### config.mk
export PLATFORM = sky130hd
export DESIGN_NAME = team_08_score_tracker
export DESIGN_NICKNAME = d
export VERILOG_FILES = /design/src/rtl/team_08_pkg.sv /design/src/rtl/team_08_score_tracker_bin2bcd.sv /design/src/rtl/team_08_score_tracker.sv
export SDC_FILE = /design/constraint.sdc
export NUM_CORES = 1
export LEC_CHECK = 0
export BUFFER_PORTS_ARGS = -buffer_cell sky130_fd_sc_hd__buf_2
export CAP_MARGIN = 25
export CORE_ASPECT_RATIO = 0.75
export CORE_UTILIZATION = 50
export DETAILED_ROUTE_END_ITERATION = 16
export GPL_TIMING_DRIVEN = 0
export PLACE_DENSITY_LB_ADDON = 0.3
export SLEW_MARGIN = 10
export SYNTH_ARGS = -nofsm -noshare
export SYNTH_HDL_FRONTEND = slang
export SYNTH_HIERARCHICAL = 1
export SYNTH_SLANG_ARGS = --single-unit
### constraint.sdc
create_clock -name clk -period 4.7 [get_ports clk]
set_input_delay 0.47 -clock clk [delete_from_list [all_inputs] [get_ports clk]]
set_output_delay 0.47 -clock clk [all_outputs]
set_load 0.05 [all_outputs]
### src/rtl/team_08_pkg.sv
// rtl/team_08_pkg.sv - shared game state type and score constants
package team_08_pkg;

    localparam int SCORE_W           = 7;
    localparam int SCORE_SAT_DEFAULT = 127;

    // Three bits wide so unused codes exist and can be mapped safely to IDLE.
    typedef enum logic [2:0] {
        IDLE = 3'd0,
        RUN  = 3'd1,
        WIN  = 3'd2,
        OVER = 3'd3
    } state_t;

    function automatic state_t sanitize_state(input state_t s);
        case (s)
            RUN, WIN, OVER: return s;
            default:        return IDLE;
        endcase
    endfunction

endpackage

### src/rtl/team_08_score_tracker_bin2bcd.sv
// rtl/team_08_score_tracker_bin2bcd.sv - combinational 7-bit to 3-digit BCD (double dabble)
module team_08_bin2bcd
    import team_08_pkg::*;
(
    input  logic [SCORE_W-1:0] bin,
    output logic [3:0]         hundreds,
    output logic [3:0]         tens,
    output logic [3:0]         ones
);

    // Layout: [18:15] hundreds, [14:11] tens, [10:7] ones, [6:0] binary input.
    logic [18:0] sh;

    always_comb begin
        sh = {12'd0, bin};
        for (int i = 0; i < SCORE_W; i++) begin
            if (sh[10:7] >= 4'd5)  sh[10:7]  = sh[10:7]  + 4'd3;
            if (sh[14:11] >= 4'd5) sh[14:11] = sh[14:11] + 4'd3;
            if (sh[18:15] >= 4'd5) sh[18:15] = sh[18:15] + 4'd3;
            sh = sh << 1;
        end
        hundreds = sh[18:15];
        tens     = sh[14:11];
        ones     = sh[10:7];
    end

endmodule

### src/rtl/team_08_score_tracker.sv
// rtl/team_08_score_tracker.sv - time-based run score, session high score and BCD display digits
module team_08_score_tracker
    import team_08_pkg::*;
#(
    parameter int TICK_DIV  = 1_000_000,
    parameter int SCORE_SAT = SCORE_SAT_DEFAULT
) (
    input  logic               clk,
    input  logic               reset,
    input  state_t             state,
    output logic [SCORE_W-1:0] score,
    output logic [SCORE_W-1:0] high_score,
    output logic               new_record,
    output logic               tick,
    output logic [3:0]         bcd_hundreds,
    output logic [3:0]         bcd_tens,
    output logic [3:0]         bcd_ones
);

    localparam int                 DIV_W    = 24;
    localparam logic [DIV_W-1:0]   DIV_LAST = DIV_W'(TICK_DIV - 1);
    localparam logic [SCORE_W-1:0] SAT      = SCORE_W'(SCORE_SAT);

    logic [DIV_W-1:0] div_cnt;
    state_t           prev_state;
    state_t           cur_state;
    logic [3:0]       hundreds_c;
    logic [3:0]       tens_c;
    logic [3:0]       ones_c;

    assign cur_state = sanitize_state(state);

    team_08_bin2bcd u_bin2bcd (
        .bin      (score),
        .hundreds (hundreds_c),
        .tens     (tens_c),
        .ones     (ones_c)
    );

    always_ff @(posedge clk or posedge reset) begin
        if (reset) begin
            score        <= '0;
            high_score   <= '0;
            new_record   <= 1'b0;
            tick         <= 1'b0;
            div_cnt      <= '0;
            prev_state   <= IDLE;
            bcd_hundreds <= 4'd0;
            bcd_tens     <= 4'd0;
            bcd_ones     <= 4'd0;
        end else begin
            prev_state   <= cur_state;
            bcd_hundreds <= hundreds_c;
            bcd_tens     <= tens_c;
            bcd_ones     <= ones_c;

            case (cur_state)
                RUN: begin
                    if (prev_state != RUN) new_record <= 1'b0;
                    if (div_cnt == DIV_LAST) begin
                        div_cnt <= '0;
                        tick    <= 1'b1;
                        // Tick keeps pulsing at saturation; game speed still follows time.
                        if (score < SAT) score <= score + 1'b1;
                    end else begin
                        div_cnt <= div_cnt + 1'b1;
                        tick    <= 1'b0;
                    end
                end
                WIN, OVER: begin
                    tick <= 1'b0;
                    if (prev_state == RUN && score > high_score) begin
                        high_score <= score;
                        new_record <= 1'b1;
                    end
                end
                default: begin
                    score   <= '0;
                    div_cnt <= '0;
                    tick    <= 1'b0;
                end
            endcase
        end
    end

endmodule

# Yosys cells after proc, flatten, opt, wreduce, memory -nomap -nowiden
# Index checks and enable logic that the tools add are counted.
dict set report op_classes {
  add_sub_neg 17
  magnitude_cmp 17
  eq_ne 13
  muxes 26
  bitwise 1
  n_reduce_logical 7
}
# operator count
set ops {}
lappend ops {{$ge 4x3->1 const B} 12}
lappend ops {{$pmux 24 s2} 1}
lappend ops {{$mux 4} 10}
lappend ops {{$add 4x2->4 const B} 9}
lappend ops {{$add 24x1->24 const B} 1}
lappend ops {{$eq 24x20->1 const B} 1}
lappend ops {{$mux 24} 1}
lappend ops {{$mux 3} 6}
lappend ops {{$mux 7} 2}
lappend ops {{$pmux 7 s2} 1}
lappend ops {{$eq 3x2->1 const B} 4}
lappend ops {{$add 3x2->3 const B} 3}
lappend ops {{$eq 3x1->1 const B} 3}
lappend ops {{$ne 2x2->1 const B} 4}
lappend ops {{$add 7x1->7 const B} 1}
lappend ops {{$gt 7x7->1} 1}
lappend ops {{$lt 7x7->1 const B} 1}
lappend ops {{$add 1x2->3 const B} 2}
lappend ops {{$ge 1x3->1 const B} 2}
lappend ops {{$reduce_and 3->1} 2}
lappend ops {{$mux 1} 4}
lappend ops {{$add 1x2->3 const AB} 1}
lappend ops {{$ge 1x3->1 const AB} 1}
lappend ops {{$ne 3x1->1 const B} 1}
lappend ops {{7 further kinds} 7}
dict set report totals {
  reg_bits 55
  inputBits 5
  word_cells 90
}

# Longest topological paths before layout
# Gate-level depths: netlist of run 1.
dict set report depth {
  ltp_word 12
  mapped_depth 20
  mapped_depth_nobuf 20
}

# Modules after synthesis
# The synthesis of run 1 kept the hierarchy.
# module instances cells_each area_per_inst_um2
set by_module_without_submodules {}
lappend by_module_without_submodules {team_08_score_tracker 1 257 2672.6}
lappend by_module_without_submodules {team_08_bin2bcd 1 99 747.0}

# Worst setup path after synthesis of run 1
# Ideal clock, no wire load.
dict set report synth_timing {
  path_type {register to register}
  from {reg score[4]}
  to {reg bcd_ones[3]}
  setup_ps 125
  t_arrival_ps 4096
  t_required_ps 4575
  slack_ps 479
  stages_incl_launch_ff 19
  n_path_buf 0
  synth_period_minus_slack_ps 4221
  cell_sequence {dfrtp_1 > inv_1 > ha_1 > inv_1 > ha_1 > a21o_2 > xnor2_1 > inv_1 > ha_1 > nor2b_1 > a211oi_2 > o221ai_2 > ha_1 > nand2b_1 > a21o_1 > mux2_4 > or3_4 > nand2_1 > mux2_2}
}
dict set report synth_between {
  elab_chain_cells 8
  word_cells_on_any_way 12
  cone_classes {add/sub (4); order compare (4); mux (4)}
}
# item line
set synth_lines {}
lappend synth_lines {{start, declared} team_08_score_tracker.sv:11} ;# output logic [SCORE_W-1:0] score,
lappend synth_lines {{start signal, assigned} team_08_score_tracker.sv:64} ;# if (score < SAT) score <= score + 1'b1;
lappend synth_lines {{$add 4x2->4 or $ge 4x3->1 (tied branches)} team_08_score_tracker_bin2bcd.sv:17} ;# if (sh[10:7] >= 4'd5) sh[10:7] = sh[10:7] + 4'd3;
lappend synth_lines {{$mux 4 *} team_08_score_tracker_bin2bcd.sv:17}
lappend synth_lines {{$add 4x2->4 or $ge 4x3->1 (tied branches)} team_08_score_tracker_bin2bcd.sv:17}
lappend synth_lines {{$mux 4 *} team_08_score_tracker_bin2bcd.sv:17}
lappend synth_lines {{$ge 4x3->1 or $add 4x2->4 (tied branches)} team_08_score_tracker_bin2bcd.sv:17}
lappend synth_lines {{$mux 4 *} team_08_score_tracker_bin2bcd.sv:17}
lappend synth_lines {{$add 4x2->4 or $ge 4x3->1 (tied branches)} team_08_score_tracker_bin2bcd.sv:17}
lappend synth_lines {{$mux 4 *} team_08_score_tracker_bin2bcd.sv:17}
lappend synth_lines {{net ones_c[3]} team_08_score_tracker.sv:29} ;# logic [3:0] ones_c;
lappend synth_lines {{end signal, assigned} team_08_score_tracker.sv:55} ;# bcd_ones <= ones_c;
lappend synth_lines {{end, declared} team_08_score_tracker.sv:17} ;# output logic [3:0] bcd_ones
# Mark *: on every way through the listed nets, which the timed path passes. The rest lies on a longest branch.
# A chain may end at the register's enable or synchronous reset.

# Worst setup path in the final report of run 1
dict set report layout_timing {
  from {reg score[5]}
  to {reg bcd_ones[3]}
}
dict set report layout_between {
  elab_chain_cells 10
  word_cells_on_any_way 15
  cone_classes {add/sub (5); order compare (5); mux (5)}
}
# item line
set layout_lines {}
lappend layout_lines {{$add 4x2->4 or $ge 4x3->1 (tied branches)} team_08_score_tracker_bin2bcd.sv:17}
lappend layout_lines {{$mux 4 *} team_08_score_tracker_bin2bcd.sv:17}
lappend layout_lines {{$add 4x2->4 or $ge 4x3->1 (tied branches)} team_08_score_tracker_bin2bcd.sv:17}
lappend layout_lines {{$mux 4 *} team_08_score_tracker_bin2bcd.sv:17}
lappend layout_lines {{$add 4x2->4 or $ge 4x3->1 (tied branches)} team_08_score_tracker_bin2bcd.sv:17}
lappend layout_lines {{$mux 4 *} team_08_score_tracker_bin2bcd.sv:17}
lappend layout_lines {{$ge 4x3->1 or $add 4x2->4 (tied branches)} team_08_score_tracker_bin2bcd.sv:17}
lappend layout_lines {{$mux 4 *} team_08_score_tracker_bin2bcd.sv:17}
lappend layout_lines {{$add 4x2->4 or $ge 4x3->1 (tied branches)} team_08_score_tracker_bin2bcd.sv:17}
lappend layout_lines {{$mux 4 *} team_08_score_tracker_bin2bcd.sv:17}
lappend layout_lines {{net ones_c[3]} team_08_score_tracker.sv:29}
# Marks and branches as above.

==> results.yml, run 1 <==
die:
  fp.dieW_um: 97.49
  fp.dieH_um: 73.62
  rows: 25
  initial_core_util_pct: 53.07
  core_um2: 6444
  ioPinCount: 33
  dieArea_um2: 7177
logic_synthesis:
  netlist.area_leader.share_pct: 40.25
  yosys-top-cells-count: "55 x dfrtp_1, 32 x nand2_1, 24 x nor2_1, 22 x inv_1, 18 x ha_1"
  postSynthCellCount: 356
  seq_area_frac_synth_pct: 40.25
  synthFlopType: "dfrtp_1"
  synth_area_um2: 3420
  synth_cell_types: 70
  async_reset_ff_share_pct: 100.0
  syn_avg_cell_area_um2: 9.605
  synthTopCellsByArea: "dfrtp_1 40%, ha_1 6.6%, nand2_1 3.5%"
  synth_warnings: 6
  synth_top_area_cell: "dfrtp_1"
  synth_edf_count: 0
  synth-seq-cells: 55
  yosysMostFrequentCell: "dfrtp_1"
sta:
  setup_tns_ns: 0
  skew_ns: 0.01015
  setup_viol: 0
  slew_violations: 0
  period_needed_ns: 4.338
  clock.fmax_ghz: 0.2305
  final-hold-violation-count: 0
  worst_pin_slew_ns: 0.6354
  slew_headroom_pct: 57.58
  rsz0062_at_grt: "false"
  fin_crit_sh_pct: 92.30
routing:
  drt-vias-per-instance: 6.073
  post_drt_wl_per_cell_um: 15.91
  vias: 2915
  antenna_left: 0
  routed_wl_mm: 7.635
  drt-initial-drc-count: 279
  drt_pass1_iterations: 5
  drc: 0
grt:
  grt_util_all_layers_pct: 22.20
  grt_pass1_wl_mm: 12.74
  grt_max_degree: 29
  overflow: 0
  grt_pass1_vias: 2669
  antenna_found_initial: 0
cts:
  numCtsBuffers: 5
  cts_sinks: 55
  htreeDepth: 2
  cts_tree: "yes"
  clockBufferDepth: 2
  clk_pin_slew_worst_paths_ns: 0.10
  holdBufCountCts: 0
  cts-root-buf: "clkbuf_8"
  clk_latency_ns: 0.31
final_layout:
  syn_to_final_growth_pct: 11.31
  diodes: 0
  finalNetCount: 421
  final_cells: 480
  utilization_pct: 59.07
  final_layout_size_suffix_gt1_share_pct: 21.55
power:
  vdd_drop_max_mv: 0.1730
  cellPowerDensity_nw_per_um2: 210.5
  leakage_nw: 1.722
setup_path:
  critical_path_class: "reg2reg"
  cp_max_fo: 9
  worstSetupStartpointType: "flop"
  rrSetupSlack_ns: 0.36
  cp.required_ns: 4.90
  ff2ff_path_depth: 18
  r2r_start: "score[5]$_DFFE_PP0P_"
  end_kind: "flop"
  r2r-end: "bcd_ones[3]$_DFF_PP0_"
  cp.arrival_ns: 4.54
place:
  hpwl_mm: 5.550
  port_buffers: 32
  globalplace.congestion: 0.8762
  dp.cells: 472
run_status:
  run_status: "completed"
min_path:
  min_path_type: "in2async"
flow_run:
  drv_cap: 0
layout by cell type, fill, tap and decap left out, types with 5 or more instances in the layout:
cell | Yosys | final
clkbuf_8 | 0 | 5
mux2_2 | 8 | 8
nor3_1 | 10 | 10
dfrtp_1 | 55 | 54
a211oi_2 | 5 | 5
nand2b_1 | 7 | 7
nand4_1 | 6 | 6
a31oi_1 | 12 | 12
nand2_1 | 32 | 32
buf_4 | 5 | 5
inv_1 | 22 | 21
nor2b_1 | 6 | 6
buf_2 | 1 | 33
a21oi_1 | 13 | 13
nor2_1 | 24 | 24
o21ai_0 | 16 | 16
xnor2_1 | 10 | 10
nand3_1 | 12 | 12
ha_1 | 18 | 18
power breakdown:
part	switching, mW	internal [mW]
clock network	0.158	0.107
registers	0.00316	0.477
logic	0.0398	0.0156
critical path, stage by stage, from the launching register on:
cell,delay (ns)
dfrtp_1,0.58
inv_1,0.12
ha_1,0.21
inv_1,0.05
ha_1,0.28
a21o_2,0.23
xnor2_1,0.16
inv_1,0.09
ha_1,0.24
nor2b_1,0.19
a211oi_2,0.20
o221ai_2,0.19
ha_1,0.23
nand2b_1,0.18
a21o_1,0.20
mux2_4,0.27
or3_4,0.37
nand2_1,0.09
mux2_2,0.33
registers in the layout (all words and copies together) (netlist names):
signal        count
bcd_ones          4
tick              1
bcd_tens          4
new_record        1
score             7
bcd_hundreds      4
div_cnt          24
high_score        7
prev_state        3
routing by layer:
layer / track usage (%) / wire length, µm
met2: 35.04 / 3349
met4: 3.922 / 49
met5: 0 / 0
met1: 32.40 / 3751
met3: 4.186 / 485
worst max path at each step:
stage | from | endpoint | slack, ns | cells past startpoint
floorplan | score[4]$_DFFE_PP0P_ | bcd_ones[3]$_DFF_PP0_ | 0.48 | 18
global placement | score[4]$_DFFE_PP0P_ | bcd_ones[3]$_DFF_PP0_ | 0.32 | 18
detailed placement | score[4]$_DFFE_PP0P_ | bcd_ones[3]$_DFF_PP0_ | 0.17 | 18
CTS | score[4]$_DFFE_PP0P_ | bcd_ones[3]$_DFF_PP0_ | 0.14 | 18
global route | score[5]$_DFFE_PP0P_ | bcd_ones[3]$_DFF_PP0_ | 0.11 | 18
finish | score[5]$_DFFE_PP0P_ | bcd_ones[3]$_DFF_PP0_ | 0.36 | 18
logic make-up (layout without fill, tap and decap cells):
kind of cell | Yosys count | in the layout | synth area share, %
DFF | 55 | 55 | 40.25
AOI/OAI and AO/OA | 92 | 92 | 20.78
other | 2 | 4 | 0.2196
and+or+nand+nor | 129 | 129 | 19.98
muxes | 13 | 13 | 4.244
adders and majority gates | 18 | 18 | 6.586
xor gates and xnor gates | 12 | 12 | 3.074
buffers and inverters | 35 | 76 | 4.866
area by class of cell:
class / instances / area (µm²)
multi-input cells: 268 / 1891
inverters: 24 / 90.09
well taps: 81 / 101.3
repair buffers: 33 / 180.2
fillers: 548 / 2638
clock inverters: 2 / 17.52
plain buffers: 11 / 76.32
clock buffers: 6 / 72.57
flip-flops and latches: 55 / 1378
repair_timing:
| action | 4_1_cts | 5_1_grt |
|---|---|---|
| setup buffers | 0 | 0 |
| gates resized for setup | 0 | 2 |
| endpoints found under the setup margin | 0 | 4 |
stage by stage:
stage | power (mW) | worst slack, ns | hold slack (ns) | instance area, µm²
CTS | 0.8095 | 0.1392 | 0.2519 | 3799
finish | 0.8013 | 0.3617 | 0.2309 | 3806
global route | 0.8311 | 0.1055 | 0.2697 | 3806
detailed placement | 0.5454 | 0.1732 | 0.4838 | 3709
floorplan | 0.5282 | 0.4790 | 0.4534 | 3427
global placement | 0.5427 | 0.3183 | 0.4836 | 3689
No activity file was read; power rests on OpenSTA's default activity.
==> run 2: changes to the inputs <==
--- a/config.mk
+++ b/config.mk
@@ -8,10 +8,10 @@
 export BUFFER_PORTS_ARGS = -buffer_cell sky130_fd_sc_hd__buf_2
 export CAP_MARGIN = 25
 export CORE_ASPECT_RATIO = 0.75
-export CORE_UTILIZATION = 50
+export CORE_UTILIZATION = 60
 export DETAILED_ROUTE_END_ITERATION = 16
 export GPL_TIMING_DRIVEN = 0
-export PLACE_DENSITY_LB_ADDON = 0.3
+export PLACE_DENSITY = 0.89
 export SLEW_MARGIN = 10
 export SYNTH_ARGS = -nofsm -noshare
 export SYNTH_HDL_FRONTEND = slang
==> results.yml, run 2 (synthesized netlist as in run 1, its figures left out) <==
run_status:
  run_status: "completed"
sta:
  setup_tns_ns: 0
  fin_crit_sh_pct: 95.10
  skew_ns: 0.004363
  setup_slack_ns: 0.2303
  period_needed_ns: 4.470
  clock.fmax_ghz: 0.2237
  hold_ws_ns: 0.1150
  slew_headroom_pct: 65.51
  rsz0062_at_grt: "false"
  final-hold-violation-count: 0
  worst_pin_slew_ns: 0.5173
  slew_violations: 0
  setup_viol: 0
setup_path:
  worstSetupStartpointType: "flop"
  end_kind: "flop"
  critical_path_class: "reg2reg"
  cp.arrival_ns: 4.69
  cp.required_ns: 4.92
  slowest_delay_ns: 0.68
  worstPathCellList: "inv_1 > ha_1 > inv_1 > ha_1 > a21o_2 > xnor2_1 > inv_1 > ha_1 > nor2b_1 > a211oi_2 > o221ai_2 > ha_1 > nand2b_1 > a21o_1 > mux2_4 > or3_4 > nand2_1 > mux2_2"
  slowest_stage: "dfrtp_1"
  cp_max_fo: 15
  crit_path_frequent_cell: "ha_1"
  rrSetupSlack_ns: 0.23
cts:
  clk_pin_slew_worst_paths_ns: 0.11
  htreeDepth: 2
  numCtsBuffers: 5
  cts-root-buf: "clkbuf_8"
  cts_sinks: 55
  cts_setup_buffers: 0
  clockBufferDepth: 2
  clk_latency_ns: 0.32
  cts_tree: "yes"
  holdBufCountCts: 0
grt:
  grt_pass1_vias: 2661
  overflow: 0
  grt_max_degree: 40
  antenna_found_initial: 0
  grt_util_all_layers_pct: 26.79
  grt_pass1_wl_mm: 12.17
power:
  cellPowerDensity_nw_per_um2: 215.3
  power.total_mw: 0.8188
  vdd_drop_max_mv: 0.1390
  leakage_nw: 1.725
routing:
  post_drt_wl_per_cell_um: 16.19
  drt-initial-drc-count: 263
  routed_wl_mm: 7.676
  drc: 0
  antenna_left: 0
  drt-vias-per-instance: 6.268
  drt_pass1_iterations: 5
  vias: 2971
final_layout:
  final_cell_area_um2: 3804
  regMostFlops: "div_cnt"
  syn_to_final_growth_pct: 11.23
  final_layout_size_suffix_gt1_share_pct: 21.55
  final_common_cell: "dfrtp_1"
  utilization_pct: 70.31
  layout_common_cells: "55 x dfrtp_1, 33 x buf_2, 32 x nand2_1"
  diodes: 0
  final_cells: 474
  largest_register_ffs: 24
  finalNetCount: 421
  reg.largest.list: "div_cnt x24, high_score x7, score x7"
place:
  dp.cells: 466
  dp_slack_ns: 0.2926
  hpwl_mm: 5.612
  post_dp_cell_area_um2: 3701
  port_buffers: 32
  globalplace.congestion: 0.8709
die:
  fp.dieH_um: 67.38
  ioPinCount: 33
  fp.dieW_um: 89.17
  dieArea_um2: 6008
  core_um2: 5410
  rows: 23
  initial_core_util_pct: 63.21
flow_run:
  drv_cap: 0
min_path:
  min_path_type: "in2async"
run 2: timing repair:
action	4_1_cts	5_1_grt
resized for setup	0	1
endpoints found under the hold margin	0	0
endpoints found under the setup margin	0	1
run 2: critical path: cells and delay by family, from the launching register on:
family / cells / cell delay (ns)
buffers and inverters: 3 / 0.30
DFF: 1 / 0.68
and+or+nand+nor: 4 / 0.82
xor gates and xnor gates: 1 / 0.16
adders and majority gates: 4 / 0.98
muxes: 2 / 0.60
AOI/OAI and AO/OA: 4 / 0.83
run 2: final timing paths:
kind	cells after the start	startpoint	to
hold reg to reg	1	div_cnt[23]$_DFFE_PP0P_	div_cnt[23]$_DFFE_PP0P_
min in group clk	2	state[2]	prev_state[0]$_DFF_PP0_
setup reg to reg	18	score[4]$_DFFE_PP0P_	bcd_ones[3]$_DFF_PP0_
setup / recovery	18	score[4]$_DFFE_PP0P_	bcd_ones[3]$_DFF_PP0_
max in group asynchronous	3	reset	score[4]$_DFFE_PP0P_
hold / removal	2	reset	bcd_hundreds[2]$_DFF_PP0_
run 2: metal layers:
metal | track usage (%) | share of wire (%)
met5 | 0 | 0
met4 | 10.32 | 1.4
met3 | 5.012 | 5.9
met2 | 43.80 | 46
met1 | 35.54 | 46
run 2: layout make-up:
cell class              count  area, µm²
flip-flops and latches     55       1376
multi-input cells         268       1891
clock buffers               5      68.82
clock inverters             3      27.53
repair buffers             33      180.2
fillers                   391       1607
well taps                  75      93.84
inverters                  24      90.09
plain buffers              11      76.32
run 2: report_power, final:
part / leakage [nW] / total (mW) / switching (mW) / internal [mW]
registers: 0.751 / 0.481 / 0.00336 / 0.477
clock network: 0.0467 / 0.282 / 0.171 / 0.111
logic: 0.928 / 0.0559 / 0.0403 / 0.0156
==> run 3: changes to the inputs <==
--- a/config.mk
+++ b/config.mk
@@ -11,7 +11,7 @@
 export CORE_UTILIZATION = 60
 export DETAILED_ROUTE_END_ITERATION = 16
 export GPL_TIMING_DRIVEN = 0
-export PLACE_DENSITY = 0.89
+export PLACE_DENSITY = 0.85
 export SLEW_MARGIN = 10
 export SYNTH_ARGS = -nofsm -noshare
 export SYNTH_HDL_FRONTEND = slang
==> results.yml, run 3 (synthesized netlist as in run 1, its figures left out) <==
routing:
  vias: 3001
  routed_wl_mm: 7.876
  drt-initial-drc-count: 334
  post_drt_wl_per_cell_um: 16.62
  antenna_left: 0
  drt-vias-per-instance: 6.331
  drc: 0
  drt_pass1_iterations: 8
final_layout:
  final_common_cell: "dfrtp_1"
  largest_register_ffs: 24
  final_layout_size_suffix_gt1_share_pct: 21.30
  final_cell_area_um2: 3791
  syn_to_final_growth_pct: 10.87
  final_cells: 474
  layout_common_cells: "54 x dfrtp_1, 33 x buf_2, 32 x nand2_1"
  reg.largest.list: "div_cnt x24, high_score x7, score x7"
  regMostFlops: "div_cnt"
  diodes: 0
  finalNetCount: 421
power:
  leakage_nw: 1.717
  comb_power_share_pct: 7.0
  cellPowerDensity_nw_per_um2: 212.3
  power.internal_mw: 0.6004
  vdd_drop_max_mv: 0.1135
  p_switching_mw: 0.2046
  pwr-share-clk_pct: 33.3
  power_frac_seq_pct: 59.7
  switching_share_pct: 25.41
grt:
  antenna_found_initial: 0
  overflow: 0
  grt_pass1_vias: 2601
  grt_max_degree: 33
  grt_util_all_layers_pct: 26.98
  grt_pass1_wl_mm: 12.31
sta:
  setup_tns_ns: 0
  clock.fmax_ghz: 0.2308
  fin_crit_sh_pct: 92.20
  final-hold-violation-count: 0
  skew_ns: 0.008176
  rsz0062_at_grt: "false"
  worst_pin_slew_ns: 0.6817
  setup_viol: 0
  slew_violations: 0
  slew_headroom_pct: 54.49
  period_needed_ns: 4.333
cts:
  cts_tree: "yes"
  cts_setup_buffers: 0
  cts-root-buf: "clkbuf_8"
  ctsResizeCount: 0
  htreeDepth: 2
  clk_latency_ns: 0.32
  clk_pin_slew_worst_paths_ns: 0.10
  holdBufCountCts: 0
  numCtsBuffers: 5
  clockBufferDepth: 2
  cts_sinks: 55
setup_path:
  rrSetupSlack_ns: 0.37
  worstSetupStartpointType: "flop"
  end_kind: "flop"
  critical_path_class: "reg2reg"
  cp.required_ns: 4.91
  cp.arrival_ns: 4.55
  cp_max_fo: 9
min_path:
  min_path_type: "in2async"
place:
  port_buffers: 32
  dp.cells: 466
  post_dp_cell_area_um2: 3701
  globalplace.congestion: 0.9734
  hpwl_mm: 5.826
die:
  rows: 23
  fp.dieH_um: 67.38
  core_um2: 5410
  ioPinCount: 33
  initial_core_util_pct: 63.21
  dieArea_um2: 6008
  fp.dieW_um: 89.17
flow_run:
  drv_cap: 0
run_status:
  run_status: "completed"
run 3: area by class of cell:
cell class              instances  area, µm²
multi-input cells             268       1884
fillers                       407       1619
flip-flops and latches         55       1378
repair buffers                 33      180.2
well taps                      75      93.84
inverters                      24      90.09
plain buffers                  11      76.32
clock buffers                   6      72.57
clock inverters                 2      16.27
run 3: layer usage:
layer	global-route usage [%]	part of all wire (%)	up-vias
met1	38.02	45	1426
met5	0	0	-
met4	6.746	1.4	0
met3	6.357	8.3	21
li1	-	-	1395
met2	42.08	46	159
run 3: worst max-delay path, stage by stage (launching register included):
cell,delay [ns]
dfrtp_1,0.56
inv_1,0.11
ha_1,0.20
inv_1,0.05
ha_1,0.27
a21o_2,0.23
xnor2_1,0.15
inv_1,0.09
ha_1,0.24
nor2b_1,0.18
a211oi_2,0.18
o221ai_2,0.17
ha_1,0.23
nand2b_1,0.17
a21o_1,0.20
mux2_4,0.27
nor4_1,0.51
a211oi_1,0.11
mux2_2,0.30
run 3: final timing paths:
check,startpoint,endpoint,cells after the start
max in group asynchronous,reset,div_cnt[3]$_DFFE_PP0P_,3
setup reg to reg,score[5]$_DFFE_PP0P_,bcd_ones[3]$_DFF_PP0_,18
min in group clk,state[2],prev_state[0]$_DFF_PP0_,2
hold / removal,reset,bcd_hundreds[2]$_DFF_PP0_,2
setup / recovery,score[5]$_DFFE_PP0P_,bcd_ones[3]$_DFF_PP0_,18
hold reg to reg,new_record$_DFFE_PP0P_,new_record$_DFFE_PP0P_,2
run 3: metrics by stage:
stage / utilization, % / setup WS (ns) / hold slack (ns) / power, mW
after detailed placement: 68.41 / 0.2801 / 0.4947 / 0.5459
after global placement: 68.04 / 0.3698 / 0.4834 / 0.5419
after CTS: 70.05 / 0.2705 / 0.2577 / 0.8109
final: 70.07 / 0.3665 / 0.2395 / 0.8049
after global routing: 70.07 / 0.07612 / 0.2970 / 0.8348
after floorplan: - / 0.4790 / 0.4534 / 0.5282
run 3: power by group through the flow:
stage / sequential, mW / combinational [mW] / clock (mW)
2_1_floorplan: 0.499 / 0.0292 / 0
3_3_place_gp: 0.490 / 0.0522 / 0
3_5_place_dp: 0.490 / 0.0558 / 0
4_1_cts: 0.481 / 0.0561 / 0.274
5_1_grt: 0.482 / 0.0617 / 0.292
6_report: 0.481 / 0.0562 / 0.268
